[config.mk]
export PLATFORM = sky130hd
export DESIGN_NAME = eeg_pair_sequencer
export DESIGN_NICKNAME = d
export VERILOG_FILES = /design/src/rtl/eeg_pair_sequencer.sv
export SDC_FILE = /design/constraint.sdc
export NUM_CORES = 1
export LEC_CHECK = 0
export ABC_AREA = 1
export CAP_MARGIN = 20
export CORE_MARGIN = 3
export CORE_UTILIZATION = 52
export DETAILED_ROUTE_END_ITERATION = 7
export PLACE_DENSITY = 0.79
export SLEW_MARGIN = 25
export SYNTH_ARGS = -nofsm -noshare
export SYNTH_HDL_FRONTEND = slang
export SYNTH_SLANG_ARGS = --single-unit
[constraint.sdc]
create_clock -name clk -period 4.3 [get_ports clk]
set_clock_uncertainty 0.05 [all_clocks]
set_input_delay 1.29 -clock clk [delete_from_list [all_inputs] [get_ports clk]]
set_output_delay 1.29 -clock clk [all_outputs]
set_load 0.02 [all_outputs]
[src/rtl/eeg_pair_sequencer.sv]
// Frame sequencer: streams sample pairs from memory into the DWT+RLE core,
// then drains the core with zero flush pairs and pulses done.
module eeg_pair_sequencer #(
    parameter int DATA_W       = 8,
    parameter int ADDR_W       = 10,
    parameter int LEN_W        = 10,
    parameter int FLUSH_CYCLES = 4
) (
    input  logic                     clk,
    input  logic                     rst,
    input  logic                     start,
    input  logic [ADDR_W-1:0]        base_addr,
    input  logic [LEN_W-1:0]         pair_count,
    output logic                     busy,
    output logic                     done,
    output logic                     mem_rd_en,
    output logic [ADDR_W-1:0]        mem_addr,
    input  logic [2*DATA_W-1:0]      mem_rd_data,
    output logic                     core_valid,
    input  logic                     core_ready,
    output logic signed [DATA_W-1:0] input1,
    output logic signed [DATA_W-1:0] input2,
    output logic                     core_flush,
    output logic [LEN_W:0]           pairs_sent
);

    localparam int FC_W = (FLUSH_CYCLES > 1) ? $clog2(FLUSH_CYCLES) : 1;

    typedef enum logic [1:0] {
        S_IDLE,
        S_STREAM,
        S_FLUSH,
        S_DONE
    } state_e;

    state_e               state_q, state_d;
    logic [ADDR_W-1:0]    addr_q, addr_d;
    logic [LEN_W-1:0]     count_q, count_d;
    logic [LEN_W:0]       reads_q, reads_d;
    logic [LEN_W:0]       sent_q, sent_d;
    logic                 inflight_q, inflight_d;
    logic [2*DATA_W-1:0]  fifo0_q, fifo0_d;
    logic [2*DATA_W-1:0]  fifo1_q, fifo1_d;
    logic                 rd_ptr_q, rd_ptr_d;
    logic                 wr_ptr_q, wr_ptr_d;
    logic [1:0]           fcnt_q, fcnt_d;
    logic [FC_W-1:0]      flush_cnt_q, flush_cnt_d;

    logic                 pop;
    logic [1:0]           occ;
    logic [2*DATA_W-1:0]  head;

    assign mem_addr   = addr_q;
    assign pairs_sent = sent_q;
    assign head       = rd_ptr_q ? fifo1_q : fifo0_q;

    always_ff @(posedge clk) begin
        if (rst) begin
            state_q     <= S_IDLE;
            addr_q      <= '0;
            count_q     <= '0;
            reads_q     <= '0;
            sent_q      <= '0;
            inflight_q  <= 1'b0;
            fifo0_q     <= '0;
            fifo1_q     <= '0;
            rd_ptr_q    <= 1'b0;
            wr_ptr_q    <= 1'b0;
            fcnt_q      <= '0;
            flush_cnt_q <= '0;
        end else begin
            state_q     <= state_d;
            addr_q      <= addr_d;
            count_q     <= count_d;
            reads_q     <= reads_d;
            sent_q      <= sent_d;
            inflight_q  <= inflight_d;
            fifo0_q     <= fifo0_d;
            fifo1_q     <= fifo1_d;
            rd_ptr_q    <= rd_ptr_d;
            wr_ptr_q    <= wr_ptr_d;
            fcnt_q      <= fcnt_d;
            flush_cnt_q <= flush_cnt_d;
        end
    end

    always_comb begin
        state_d     = state_q;
        addr_d      = addr_q;
        count_d     = count_q;
        reads_d     = reads_q;
        sent_d      = sent_q;
        inflight_d  = 1'b0;
        fifo0_d     = fifo0_q;
        fifo1_d     = fifo1_q;
        rd_ptr_d    = rd_ptr_q;
        wr_ptr_d    = wr_ptr_q;
        fcnt_d      = fcnt_q;
        flush_cnt_d = flush_cnt_q;

        busy       = 1'b0;
        done       = 1'b0;
        mem_rd_en  = 1'b0;
        core_valid = 1'b0;
        core_flush = 1'b0;
        input1     = '0;
        input2     = '0;

        pop = (state_q == S_STREAM) && (fcnt_q != 2'd0) && core_ready;
        // Slots already committed next cycle: queued + arriving - leaving.
        occ = fcnt_q + {1'b0, inflight_q} - {1'b0, pop};

        unique case (state_q)
            S_IDLE: begin
                if (start) begin
                    addr_d      = base_addr;
                    count_d     = pair_count;
                    reads_d     = '0;
                    sent_d      = '0;
                    rd_ptr_d    = 1'b0;
                    wr_ptr_d    = 1'b0;
                    fcnt_d      = '0;
                    flush_cnt_d = '0;
                    state_d     = (pair_count == '0) ? S_DONE : S_STREAM;
                end
            end
            S_STREAM: begin
                busy       = 1'b1;
                core_valid = (fcnt_q != 2'd0);
                input1     = head[2*DATA_W-1:DATA_W];
                input2     = head[DATA_W-1:0];
                mem_rd_en  = (reads_q < {1'b0, count_q}) && (occ < 2'd2);
                inflight_d = mem_rd_en;
                if (mem_rd_en) begin
                    addr_d  = addr_q + 1'b1;
                    reads_d = reads_q + 1'b1;
                end
                if (inflight_q) begin
                    if (wr_ptr_q) fifo1_d = mem_rd_data;
                    else          fifo0_d = mem_rd_data;
                    wr_ptr_d = ~wr_ptr_q;
                end
                if (pop) begin
                    rd_ptr_d = ~rd_ptr_q;
                    sent_d   = sent_q + 1'b1;
                    if (sent_q + 1'b1 == {1'b0, count_q}) begin
                        state_d = S_FLUSH;
                    end
                end
                fcnt_d = fcnt_q + {1'b0, inflight_q} - {1'b0, pop};
            end
            S_FLUSH: begin
                busy       = 1'b1;
                core_valid = 1'b1;
                core_flush = 1'b1;
                if (core_ready) begin
                    if (flush_cnt_q == FC_W'(FLUSH_CYCLES - 1)) begin
                        state_d = S_DONE;
                    end else begin
                        flush_cnt_d = flush_cnt_q + 1'b1;
                    end
                end
            end
            S_DONE: begin
                busy    = 1'b1;
                done    = 1'b1;
                state_d = S_IDLE;
            end
            default: state_d = S_IDLE;
        endcase
    end

endmodule
==> results.toml <==
[grt]
track_usage = 0.238
grt_pass1_vias = 4423
grt_pass1_wl_um = 19700
antenna_found_initial = 0
grt_overflow = 0
grt_max_degree = 50

[yosys]
synth_area_um2 = 4590
yosysSeqAreaShare = 0.362
synth-edff-count = 0
ys_ff_latch = 83
synthArstFlopShare = 0
yosysMostFrequentCell = "nand2_1"
synth_flop_cell = "dfxtp_1"
synth.distinct_cells = 33
synth_top_cell_by_area = "dfxtp_1"
syn_inst = 679
synthTopCellsByCount = "nand2_1 (131), a21oi_1 (88), dfxtp_1 (83)"
yosysWarningCount = 0
syn_nets = 738
synth_top_cell_area_share = 0.362
synth.avg_cell_area_um2 = 6.76
synthTopCellsByArea = "dfxtp_1 (36%), nand2_1 (11%), a21oi_1 (9.6%)"

[worst_setup_path]
worstPathArrival_ps = 2850
max_stage_delay_ps = 230
startpoint_type = "input port"
cp_slowest_cell = "ha_1"
crit_chain = "clkdlybuf4s15_1 -> inv_2 -> nor2_2 -> ha_1 -> inv_1 -> ha_1 -> xor2_2 -> xnor2_2 -> nand4_2 -> inv_2 -> buf_6"
cp-end-kind = "primary output"
cp_max_fo = 2
path_class = "input port to primary output"
worstPathRequired_ps = 2960

[sta]
fin_ws_ps = 107
period_minus_slack_ps = 4190
slew_headroom = 0.596
fmax_ghz = 0.238
tightest_slew_ps = 606
slew_viol_final = 0
fin_crit_sh = 0.975
finalSetupViolCount = 0
final_hold_viol_count = 0

[layout]
diodes = 0
nFillCells = 730
layout.nets = 808
area_delta_synth_final_pct = 23.6
layout-drive-gt1-share = 0.0690

[power_and_ir_drop]
ir_drop_mv = 0.245
leakage_nw = 2.29
p_per_area_nw_per_um2 = 453
power_mw = 2.57

[die]
die_x_um = 99.9
core_um2 = 8380
initial_utilization = 0.548
die_area_um2 = 9990
dieHeight_um = 99.9
ios = 82
rows = 33

[route]
drt_iter0_drc = 193
antenna_left = 0
routed_wl_um = 11700
vias = 4660
wl_per_cell_um = 13.6
drt-vias-per-instance = 5.42
drt_drc_violations_left = 0
dr.pass1.iters = 4

[clocking]
clock_path_buffers = 2
htreeDepth = 3
postCtsSetupBuffers = 0
clkTransAtPathRegs_ps = 90
clock-root-buffer = "clkbuf_8"
cts_tree = "yes"
clk_latency_ps = 360
cts_hold_buf = 0
clock_sinks = 83
cts_made_buffers = 9

[placed_design]
place_ws_ps = -700
dp_hpwl_um = 8310
port-buffer-count = 81
gp_congestion = 0.894

[worst_hold_path]
worstHoldPathType = "flop to flop"

[outcome]
status = "finished, final reports clean"

[job]
drv_cap = 0
-- final cells by class --
class	instances	area [um^2]	share of cell area
clock inverter	6	57.6	0.0101
inverter	77	289	0.0510
timing repair buffer	92	895	0.158
sequential	83	1660	0.293
clock buffer	10	138	0.0243
multi-input combinational	486	2500	0.441
tap	105	131	0.0232
-- worst max-delay path, delay by kind of cell --
kind,cells,cell delay (ps)
AND/OR/NAND/NOR,2,260
buffers and inverters,5,540
adder cells (fa/ha/maj),2,400
XOR/XNOR,2,350
-- final timing paths --
check                            startpoint          end  slack, ps  depth (start not counted)
worst max register to register   state_q[1]   reads_q[0]       1490                         15
worst min register to register  fifo1_q[12]  fifo1_q[12]        410                          2
worst max-delay path             core_ready    mem_rd_en        110                         11
worst min-delay path            fifo1_q[12]  fifo1_q[12]        410                          2
-- where the power goes --
part | internal (mW) | total, mW | switching, mW
registers | 0.866 | 0.956 | 0.0897
logic | 0.388 | 1.06 | 0.673
clock network | 0.239 | 0.554 | 0.315
total | 1.49 | 2.57 | 1.08
-- metrics by stage --
| step | std cells | utilization | area [um^2] | hold WS [ps] | setup TNS (ps) |
|---|---|---|---|---|---|
| floorplan | 679 | - | 4590 | 380 | 0 |
| global placement | 843 | 0.650 | 5450 | 388 | -644 |
| detailed placement | 843 | 0.650 | 5450 | 397 | -700 |
| CTS | 859 | 0.674 | 5650 | 412 | 0 |
| global route | 859 | 0.677 | 5670 | 423 | -5.91 |
| finish | 859 | 0.677 | 5670 | 408 | 0 |
-- kinds of logic after synthesis --
family	Yosys count	share of synthesized area
adder cells (fa/ha/maj)	19	0.0518
AO/OA/AOI/OAI	166	0.184
XOR/XNOR	11	0.0210
AND/OR/NAND/NOR	290	0.282
flip-flops	83	0.362
buffers and inverters	110	0.0990
-- routing by layer --
layer	up-vias	share of wire	track usage
met5	-	0	0
met4	0	0.017	0.0788
met3	24	0.056	0.0612
met2	126	0.49	0.410
met1	2143	0.43	0.290
li1	2367	-	-
-- state kept, by name, summed over array words and instances, names as in the netlist --
name,cells
pairs_sent,11
rd_ptr_q,1
state_q,2
wr_ptr_q,1
fifo0_q,16
fcnt_q,2
fifo1_q,16
count_q,10
flush_cnt_q,2
reads_q,11
mem_addr,10
inflight_q,1
-- repair_timing --
action                                  in CTS  in global routing
resized for setup                           11                  2
endpoints found under the setup margin       1                  1
cloned                                       0                  0
pin swaps                                    3                  3
-- cell usage in the layout (no fill, tap or decap), types with 3 or more instances in the layout --
| master | count |
|---|---|
| buf_4 | 11 |
| nand2_4 | 3 |
| a21oi_1 | 88 |
| nand3_2 | 3 |
| xnor2_1 | 3 |
| inv_2 | 3 |
| nor2_1 | 68 |
| xor2_1 | 6 |
| clkbuf_8 | 10 |
| clkdlybuf4s50_1 | 79 |
| nand3_1 | 56 |
| o21ai_0 | 71 |
| nand2_1 | 131 |
| nor3_1 | 3 |
| clkinv_4 | 3 |
| inv_1 | 74 |
| ha_1 | 19 |
| nor2_2 | 3 |
| nand4_1 | 7 |
| nand2_2 | 3 |
| dfxtp_1 | 83 |
| o31ai_1 | 3 |
Note: power is estimated with default switching activity, not from simulation.
